<file path="src/rtl/timer_ctrl_pkg.sv">
// Shared constants for the BCD countdown timer: state codes, digit limits and time constants.
package timer_ctrl_pkg;

    localparam int              DIGIT_W     = 4;
    localparam logic [3:0]      DIGIT_MAX_9 = 4'd9;
    localparam logic [3:0]      DIGIT_MAX_5 = 4'd5;
    localparam logic [15:0]     TIME_ZERO   = 16'h0000;
    localparam logic [15:0]     TIME_ONE    = 16'h0001;

    typedef enum logic [1:0] {
        IDLE  = 2'd0,
        RUN   = 2'd1,
        PAUSE = 2'd2,
        DONE  = 2'd3
    } state_t;

    // A preset is usable only if all four digits are BCD and tens-of-seconds stays below 6.
    function automatic logic preset_valid(input logic [15:0] p);
        return (p[15:12] <= DIGIT_MAX_9) && (p[11:8] <= DIGIT_MAX_9) &&
               (p[7:4]   <= DIGIT_MAX_5) && (p[3:0]  <= DIGIT_MAX_9);
    endfunction

endpackage

</file>
<file path="src/rtl/bcd_down_digit.sv">
// One BCD down-counting digit that wraps 0 -> MAX; borrow_out flags a zero digit for the chain.
module bcd_down_digit
    import timer_ctrl_pkg::*;
#(
    parameter logic [DIGIT_W-1:0] MAX = DIGIT_MAX_9
) (
    input  logic               clk_1Hz,
    input  logic               clr_n,
    input  logic               dec_en,
    input  logic               load,
    input  logic [DIGIT_W-1:0] load_val,
    output logic [DIGIT_W-1:0] digit,
    output logic               borrow_out
);

    always_ff @(posedge clk_1Hz or negedge clr_n) begin
        if (!clr_n) begin
            digit <= '0;
        end else if (load) begin
            digit <= load_val;
        end else if (dec_en) begin
            digit <= (digit == '0) ? MAX : digit - 4'd1;
        end
    end

    // Registered-only zero flag; the parent ANDs it with the enable to form the ripple borrow.
    assign borrow_out = (digit == '0);

endmodule

</file>
<file path="src/rtl/timer_ctrl.sv">
// mm:ss BCD countdown timer FSM with load/start/stop control and chained digit counters.
// Optional build macro TIMER_CTRL_AUTO_RELOAD_EN reloads the preset on expiry instead of stopping.
module timer_ctrl
    import timer_ctrl_pkg::*;
(
    input  logic        clk_1Hz,
    input  logic        clr_n,
    input  logic        start,
    input  logic        stop,
    input  logic        load,
    input  logic [15:0] in,
    output logic [15:0] q,
    output logic        running,
    output logic        done,
    output logic        load_err,
    output logic [1:0]  state
);

    state_t      cur_state, nxt_state;
    logic [15:0] preset_r;
    logic [15:0] load_val;
    logic        dig_load, dec_en, done_nxt, err_nxt, preset_we;
    logic [3:0]  s0, s1, m0, m1;
    logic        z0, z1, z2, z3;
    logic        q_zero;

    assign q       = {m1, m0, s1, s0};
    assign q_zero  = z0 & z1 & z2 & z3;
    assign state   = cur_state;
    assign running = (cur_state == RUN);

    always_ff @(posedge clk_1Hz or negedge clr_n) begin
        if (!clr_n) begin
            cur_state <= IDLE;
            preset_r  <= TIME_ZERO;
            done      <= 1'b0;
            load_err  <= 1'b0;
        end else begin
            cur_state <= nxt_state;
            done      <= done_nxt;
            load_err  <= err_nxt;
            if (preset_we) preset_r <= in;
        end
    end

    always_comb begin
        nxt_state = cur_state;
        load_val  = in;
        dig_load  = 1'b0;
        dec_en    = 1'b0;
        done_nxt  = 1'b0;
        err_nxt   = 1'b0;
        preset_we = 1'b0;
        if (load) begin
            if ((cur_state == RUN) || !preset_valid(in)) begin
                err_nxt = 1'b1;
            end else begin
                dig_load  = 1'b1;
                preset_we = 1'b1;
                nxt_state = IDLE;
            end
        end else if (stop && (cur_state == RUN)) begin
            nxt_state = PAUSE;
        end else if (start && ((cur_state == IDLE) || (cur_state == PAUSE)) && !q_zero) begin
            nxt_state = RUN;
        end else if (cur_state == RUN) begin
            if (q == TIME_ONE) begin
                dig_load = 1'b1;
                done_nxt = 1'b1;
`ifdef TIMER_CTRL_AUTO_RELOAD_EN
                if (preset_r != TIME_ZERO) begin
                    load_val = preset_r;
                end else begin
                    load_val  = TIME_ZERO;
                    nxt_state = DONE;
                end
`else
                load_val  = TIME_ZERO;
                nxt_state = DONE;
`endif
            end else begin
                dec_en = 1'b1;
            end
        end
    end

    // Ripple borrow: a digit steps only when every lower digit is wrapping from zero.
    bcd_down_digit #(.MAX(DIGIT_MAX_9)) u_s0 (
        .clk_1Hz(clk_1Hz), .clr_n(clr_n), .dec_en(dec_en), .load(dig_load),
        .load_val(load_val[3:0]), .digit(s0), .borrow_out(z0));
    bcd_down_digit #(.MAX(DIGIT_MAX_5)) u_s1 (
        .clk_1Hz(clk_1Hz), .clr_n(clr_n), .dec_en(dec_en & z0), .load(dig_load),
        .load_val(load_val[7:4]), .digit(s1), .borrow_out(z1));
    bcd_down_digit #(.MAX(DIGIT_MAX_9)) u_m0 (
        .clk_1Hz(clk_1Hz), .clr_n(clr_n), .dec_en(dec_en & z0 & z1), .load(dig_load),
        .load_val(load_val[11:8]), .digit(m0), .borrow_out(z2));
    bcd_down_digit #(.MAX(DIGIT_MAX_9)) u_m1 (
        .clk_1Hz(clk_1Hz), .clr_n(clr_n), .dec_en(dec_en & z0 & z1 & z2), .load(dig_load),
        .load_val(load_val[15:12]), .digit(m1), .borrow_out(z3));

endmodule

</file>
<file path="config.mk">
export PLATFORM = sky130hd
export DESIGN_NAME = timer_ctrl
export DESIGN_NICKNAME = d
export VERILOG_FILES = /design/src/rtl/timer_ctrl_pkg.sv /design/src/rtl/bcd_down_digit.sv /design/src/rtl/timer_ctrl.sv
export SDC_FILE = /design/constraint.sdc
export NUM_CORES = 1
export LEC_CHECK = 0
export ABC_AREA = 1
export BUFFER_PORTS_ARGS = -buffer_cell sky130_fd_sc_hd__clkbuf_2
export CAP_MARGIN = 20
export CORE_MARGIN = 2
export CORE_UTILIZATION = 35
export CTS_CLUSTER_DIAMETER = 40
export DETAILED_ROUTE_END_ITERATION = 10
export PLACE_DENSITY_LB_ADDON = 0.15
export SLEW_MARGIN = 5
export SYNTH_ARGS = -nofsm -noshare
export SYNTH_HDL_FRONTEND = slang
export SYNTH_SLANG_ARGS = --single-unit
</file>
<file path="constraint.sdc">
create_clock -name clk_1Hz -period 3.9 [get_ports clk_1Hz]
set_input_delay 0.39 -clock clk_1Hz [delete_from_list [all_inputs] [get_ports clk_1Hz]]
set_output_delay 0.39 -clock clk_1Hz [all_outputs]
set_load 0.05 [all_outputs]
</file>
==> results of run 1 <==
## placed cells by master, fill, tap and decap left out
| cell type | count |
|---|---|
| a21oi_1 | 1 |
| nand2_1 | 96 |
| nor2_2 | 4 |
| nand3_1 | 18 |
| o21ai_0 | 18 |
| inv_4 | 1 |
| clkbuf_2 | 41 |
| inv_1 | 17 |
| nor2_1 | 12 |
| xor2_1 | 2 |
| clkbuf_8 | 3 |
| nand2_4 | 3 |
| inv_2 | 1 |
| nand3_4 | 1 |
| nand3_2 | 1 |
| o21ai_2 | 1 |
| nand2_2 | 1 |
| nor2_4 | 3 |
| nand4_2 | 1 |
| xnor2_1 | 1 |
| nor3_1 | 1 |
| dfrtp_1 | 20 |
| a31oi_1 | 1 |
| nand3b_1 | 2 |
| o21a_1 | 1 |
## synthesized netlist by cell type, drive strengths merged
cell type	count	share of area
nand4	1	0.0090
o21a	1	0.0054
inv	19	0.053
nor2	19	0.075
xnor2	1	0.0063
nor3	1	0.0036
nand3	20	0.085
nand3b	2	0.011
nand2	100	0.29
a31oi	1	0.0045
o21ai	19	0.071
a21oi	1	0.0036
dfrtp	20	0.36
buf	2	0.013
xor2	2	0.013
## critical path: stages, from the launching register on
cell     delay, ns
dfrtp_1       0.42
nor2_2        0.20
nand2_1       0.13
nor2_4        0.14
nand3_4       0.13
nand2_4       0.16
inv_4         0.10
nand2_2       0.12
inv_1         0.10
nand2_1       0.06
nand2_1       0.05
## layer usage
metal	vias to the layer above	track usage	wire length, microns
li1	745	-	-
met1	632	0.220	1520
met2	31	0.260	1520
met3	5	0.0220	152
met4	0	0.0612	46
met5	-	0	0
## power breakdown
| part | switching [mW] | internal [mW] | total (mW) |
|---|---|---|---|
| sequential | 0.108 | 0.283 | 0.391 |
| clock | 0.0697 | 0.0689 | 0.139 |
| combinational | 0.623 | 0.249 | 0.872 |
## registers in the layout, summed over array words and instances, names as in the netlist
register,count
u_m0.digit,4
u_s1.digit,4
done,1
state,2
u_s0.digit,4
load_err,1
u_m1.digit,4
## final cells by class
| cell class | instances | area, sq um |
|---|---|---|
| multi-input combinational | 168 | 798 |
| timing repair buffer | 41 | 205 |
| clock buffer | 3 | 41.3 |
| inverter | 19 | 73.8 |
| tap | 48 | 60.1 |
| sequential | 20 | 500 |
| fill | 432 | 2060 |
## metrics by stage
step,total power [mW],hold WS [ns],setup slack (ns)
CTS,1.41,0.106,2.18
floorplan,1.09,0.0944,1.99
finish,1.40,0.0835,2.20
global route,1.54,0.121,1.99
global placement,1.28,0.388,2.10
detailed placement,1.27,0.390,2.08
## cells by family (layout without fill, tap and decap cells)
| group | after synthesis | after routing | share of synthesized area |
|---|---|---|---|
| flops | 20 | 20 | 0.360 |
| xor+xnor | 3 | 3 | 0.0189 |
| simple gates | 143 | 143 | 0.470 |
| buf+inv | 21 | 63 | 0.0665 |
| compound gates | 22 | 22 | 0.0845 |
## how the worst min path moves through the flow
stage / slack, ns / end / startpoint
after global routing: 0.12 / u_s0.digit[0]$_DFFE_PN0P_ / clr_n
after global placement: 0.39 / u_s0.digit[3]$_DFFE_PN0P_ / clr_n
final: 0.08 / u_s0.digit[0]$_DFFE_PN0P_ / clr_n
after detailed placement: 0.39 / u_s0.digit[0]$_DFFE_PN0P_ / clr_n
after floorplan: 0.09 / done$_DFF_PN0_ / clr_n
after CTS: 0.11 / u_s0.digit[0]$_DFFE_PN0P_ / clr_n
==> results.txt, run 1 <==
Status: finished clean
Initial antenna violation count: 0
CP startpoint: u_m1.digit[1]$_DFFE_PN0P_
Worst skew pair latency: 0.26 ns
Fin util: 0.449
Area growth syn-to-layout: 20.7%
Die span in x: 67.1 microns
Initial DRT Pass Iterations: 4
Crit path kind: reg2reg
Post-DP HPWL: 2.56 mm
Final hold vios: 0
Register area share after synthesis: 0.360
RSZ-0062 raised after global routing: false
Flop2flop setup slack: 2.20 ns
Final ANT Viol Nets: 0
Mapped cell area: 1390 sq um
H-tree levels: 1
Max Root-Sink Buffers: 2
Synth warn: 0
Largest net degree at the start of global routing: 21
Global route overflow: 0
Critical Path AT: 1.86 ns
Fin crit share: 0.437
Leakage: 0.952 nW
Clock Tree Root: clkbuf_8
Worst Tran Pin Value: 0.509 ns
Share of cells above drive strength 1: 0.243
Number of buffers added on ports: 41
Critical Path RT: 4.06 ns
CTS resizes: 0
Starting Density: 0.372
Cell total after placement: 296
Worst flop-to-flop path startpoint: u_m1.digit[1]$_DFFE_PN0P_
Yosys reg bits: 20
Mapped Nets: 230
Vias in the first global route: 1289
DRC Markers: 0
Unique masters post-synth: 25
Core Rows: 22
Worst R2R End: u_s0.digit[3]$_DFFE_PN0P_
Power per cell area: 835 nW/um^2
Worst-path fanout max: 13
Clock Sink Count: 20
CORE AREA: 3740 sq um
Max Freq: 587 MHz
Clk slew on worst S/H paths: 0.08 ns
Full die area: 4500 sq um
First-pass GRT wire length: 5.60 mm
Crit start category: flip-flop
Worst r2r path cells: 10
Setup Buffers After CTS: 0
Fin crit period: 1.70 ns
Crit end category: flip-flop
Setup crit end: u_s0.digit[3]$_DFFE_PN0P_
Setup Skew: 0.00255 ns
Mean Syn Cell Area: 6.66 sq um
Via count: 1413
Die Y-Extent: 67.1 microns
Number of I/O pins: 42
Post-Route WL: 3.24 mm
CTS Hold Bufs: 0
Slew margin rel.: 0.661
Synth Instances: 209
Nets@finish: 274
Initial DRC count: 81
WL per Instance: 10.8 microns
Routed vias/inst: 4.73
Tot GR Track Use: 0.162
GPL Wtd Cong: 0.838
CTS Buf Count: 3
Final Max Slew Viols: 0
Hold WC Path Type: in2async
Setup Viol. Count Final: 0
DP Area: 1640 sq um
Diodes inserted: 0
Total of max-cap violations: 0
CTS tree: built
Setup_tns: 0 ns
Final Non-Filler Cells: 299
Peak VDD IR: 0.000379 V
Cell area after layout: 1680 sq um
Power figures use the tool's default switching activity.
==> run 2, diff against run 1 <==
- clock period: 3.9 -> 1.7 ns (I/O delays scaled with it)
==> run 2 against run 1 <==
Effect of this change:
- largest cell class unchanged
- final cell count grew 6.7%
- largest power group unchanged
- via count grew 3.1%
- maximum frequency grew 7.7%
- critical path type unchanged
- clock power grew to 2.7 times the previous value
- highest routed layer unchanged
- clock-buffer cell count grew 1
==> results.txt, run 2 (synthesized netlist as in run 1, its figures left out) <==
Die Y-Extent: 67.1 microns (unchanged)
Smallest hold slack: 0.212 ns (+0.129 ns)
Total of max-cap violations: 0 (unchanged)
Clock Sink Count: 20 (unchanged)
Top cell by count, worst path: nand2_1
Slowest cell on crit path: dfrtp_2
RSZ-0062 raised after global routing: true
First-pass GRT wire length: 6.06 mm (+8.1%)
Nets@finish: 293 (+6.9%)
Via count: 1457 (+3.1%)
Peak VDD IR: 0.00106 V (+180%)
Worst skew pair latency: 0.26 ns (about the same)
Post-Route WL: 3.60 mm (+11%)
CTS tree: built
Critical Path, Cell by Cell: nor2_4 > nand2_4 > nor2_4 > nand2_1 > nand4_4 > buf_4 > nand2_2 > inv_2 > nand2_1 > nand2_1
Area occupied by multi-input gates: 845 sq um (+5.8%)
Most common cell after layout, fill and taps aside: nand2_1
Share of cells above drive strength 1: 0.365 (+0.122)
Power per cell area: 1910 nW/um^2 (+130%)
Final ANT Viol Nets: 0 (unchanged)
Leakage: 1.03 nW (+7.6%)
Cell family contributing the most delay on the critical path: simple AND/OR/NAND/NOR gates
Setup Skew: 0.00136 ns (-0.00119 ns)
Area growth syn-to-layout: 37.1%
Setup Viol. Count Final: 0 (unchanged)
Status: finished clean
Initial DRC count: 77 (-4.9%)
Slew margin rel.: 0.659 (-0.00220)
Fin crit period: 1.58 ns (-0.122 ns)
Full die area: 4500 sq um (unchanged)
Fin crit share: 0.930 (+0.494)
Clk slew on worst S/H paths: 0.08 ns (about the same)
Largest stage delay on the critical path: 0.45 ns (+0.03 ns)
Die span in x: 67.1 microns (unchanged)
Core Rows: 22 (unchanged)
Max Root-Sink Buffers: 2 (unchanged)
Tot GR Track Use: 0.180 (+0.0175)
Initial antenna violation count: 0 (unchanged)
Diodes inserted: 0 (unchanged)
Register Area: 518 sq um (+3.5%)
Vias in the first global route: 1349 (+4.7%)
Pre-CTS WS: 0.0729 ns (-2.01 ns)
Critical Path RT: 1.90 ns (-2.16 ns)
GPL Wtd Cong: 0.812 (-3.2%)
Starting Density: 0.372 (unchanged)
Critical Path AT: 1.78 ns (-0.08 ns)
Max Freq: 632 MHz (+7.7%)
Fill count: 400 (-7.4%)
CTS Buf Count: 3 (unchanged)
Routed vias/inst: 4.57 (-3.4%)
Setup ws final: 0.118 ns (-2.08 ns)
Worst Tran Pin Value: 0.512 ns (+0.00330 ns)
CP bufs+invs: 2 (unchanged)
Global route overflow: 0 (unchanged)
Initial DRT Pass Iterations: 4 (unchanged)
Post-DP HPWL: 2.81 mm (+9.5%)
Largest net degree at the start of global routing: 21 (unchanged)
Worst-path fanout max: 5 (-8)
Commonest cells after routing, fill and taps aside: nand2_1, clkbuf_2, o21ai_0, nand3_1, buf_4
Final hold vios: 0 (unchanged)
Clock Tree Root: clkbuf_8
CORE AREA: 3740 sq um (unchanged)
Final Max Slew Viols: 0 (unchanged)
WL per Instance: 11.3 microns (+4.0%)
Crit start category: flip-flop
H-tree levels: 1 (unchanged)
DRC Markers: 0 (unchanged)
Number of I/O pins: 42 (unchanged)
Hold WC Path Type: in2reg
Crit end category: flip-flop
Number of buffers added on ports: 41 (unchanged)
Crit path kind: reg2reg
-- run 2: repair_timing --
| action | CTS | global route |
|---|---|---|
| buffers inserted | 0 | 5 |
| hold buffers | 1 | 0 |
| resized for setup | 0 | 10 |
| endpoints found under the setup margin | 0 | 15 |
| hold endpoints to repair | 20 | 0 |
-- run 2: cell type report --
type / instances / area share
tap: 48 / 0.0315
timing repair buffer: 60 / 0.184
clock buffer: 4 / 0.0289
inverter: 19 / 0.0413
sequential: 20 / 0.272
multi-input combinational: 168 / 0.443
-- run 2: stage by stage --
stage / instance area, sq um / power (mW) / setup TNS, ns / utilization / instances
after global routing: 1910 / 3.96 / -0.0269 / 0.509 / 319
final: 1910 / 3.65 / 0 / 0.509 / 319
after detailed placement: 1760 / 3.15 / 0 / 0.471 / 309
after global placement: 1760 / 3.15 / 0 / 0.471 / 309
after floorplan: 1420 / 2.54 / 0 / - / 209
after CTS: 1830 / 3.54 / 0 / 0.488 / 314
-- run 2: report_power, final --
group | internal [mW] | switching (mW)
Sequential | 0.677 | 0.210
Combinational | 0.799 | 1.59
Clock | 0.206 | 0.163
Total | 1.68 | 1.96
-- run 2: worst register-to-register path: cells and delay by family, from the launching register on --
kind	cells	cell delay, ns
and+or+nand+nor	8	0.85
DFF	1	0.45
buffers and inverters	2	0.23
-- run 2: final timing paths --
path | start | to | depth (start not counted) | slack, ns
min reg2reg | state[1]$_DFFE_PN0P_ | state[1]$_DFFE_PN0P_ | 2 | 0.51
max | u_m0.digit[0]$_DFFE_PN0P_ | u_s0.digit[3]$_DFFE_PN0P_ | 10 | 0.12
max reg2reg | u_m0.digit[0]$_DFFE_PN0P_ | u_s0.digit[3]$_DFFE_PN0P_ | 10 | 0.12
min in group asynchronous | clr_n | u_s0.digit[2]$_DFFE_PN0P_ | 2 | 0.41
max in group asynchronous | clr_n | state[1]$_DFFE_PN0P_ | 2 | 0.92
min | in[0] | u_s0.digit[0]$_DFFE_PN0P_ | 5 | 0.21
-- run 2: metal layers --
metal  global-route usage  share of wire  vias up
met5                    0              0        -
met3               0.0220          0.031        4
met1                0.238           0.47      646
li1                     -              -      786
met4               0.0612          0.011        0
met2                0.300           0.48       21
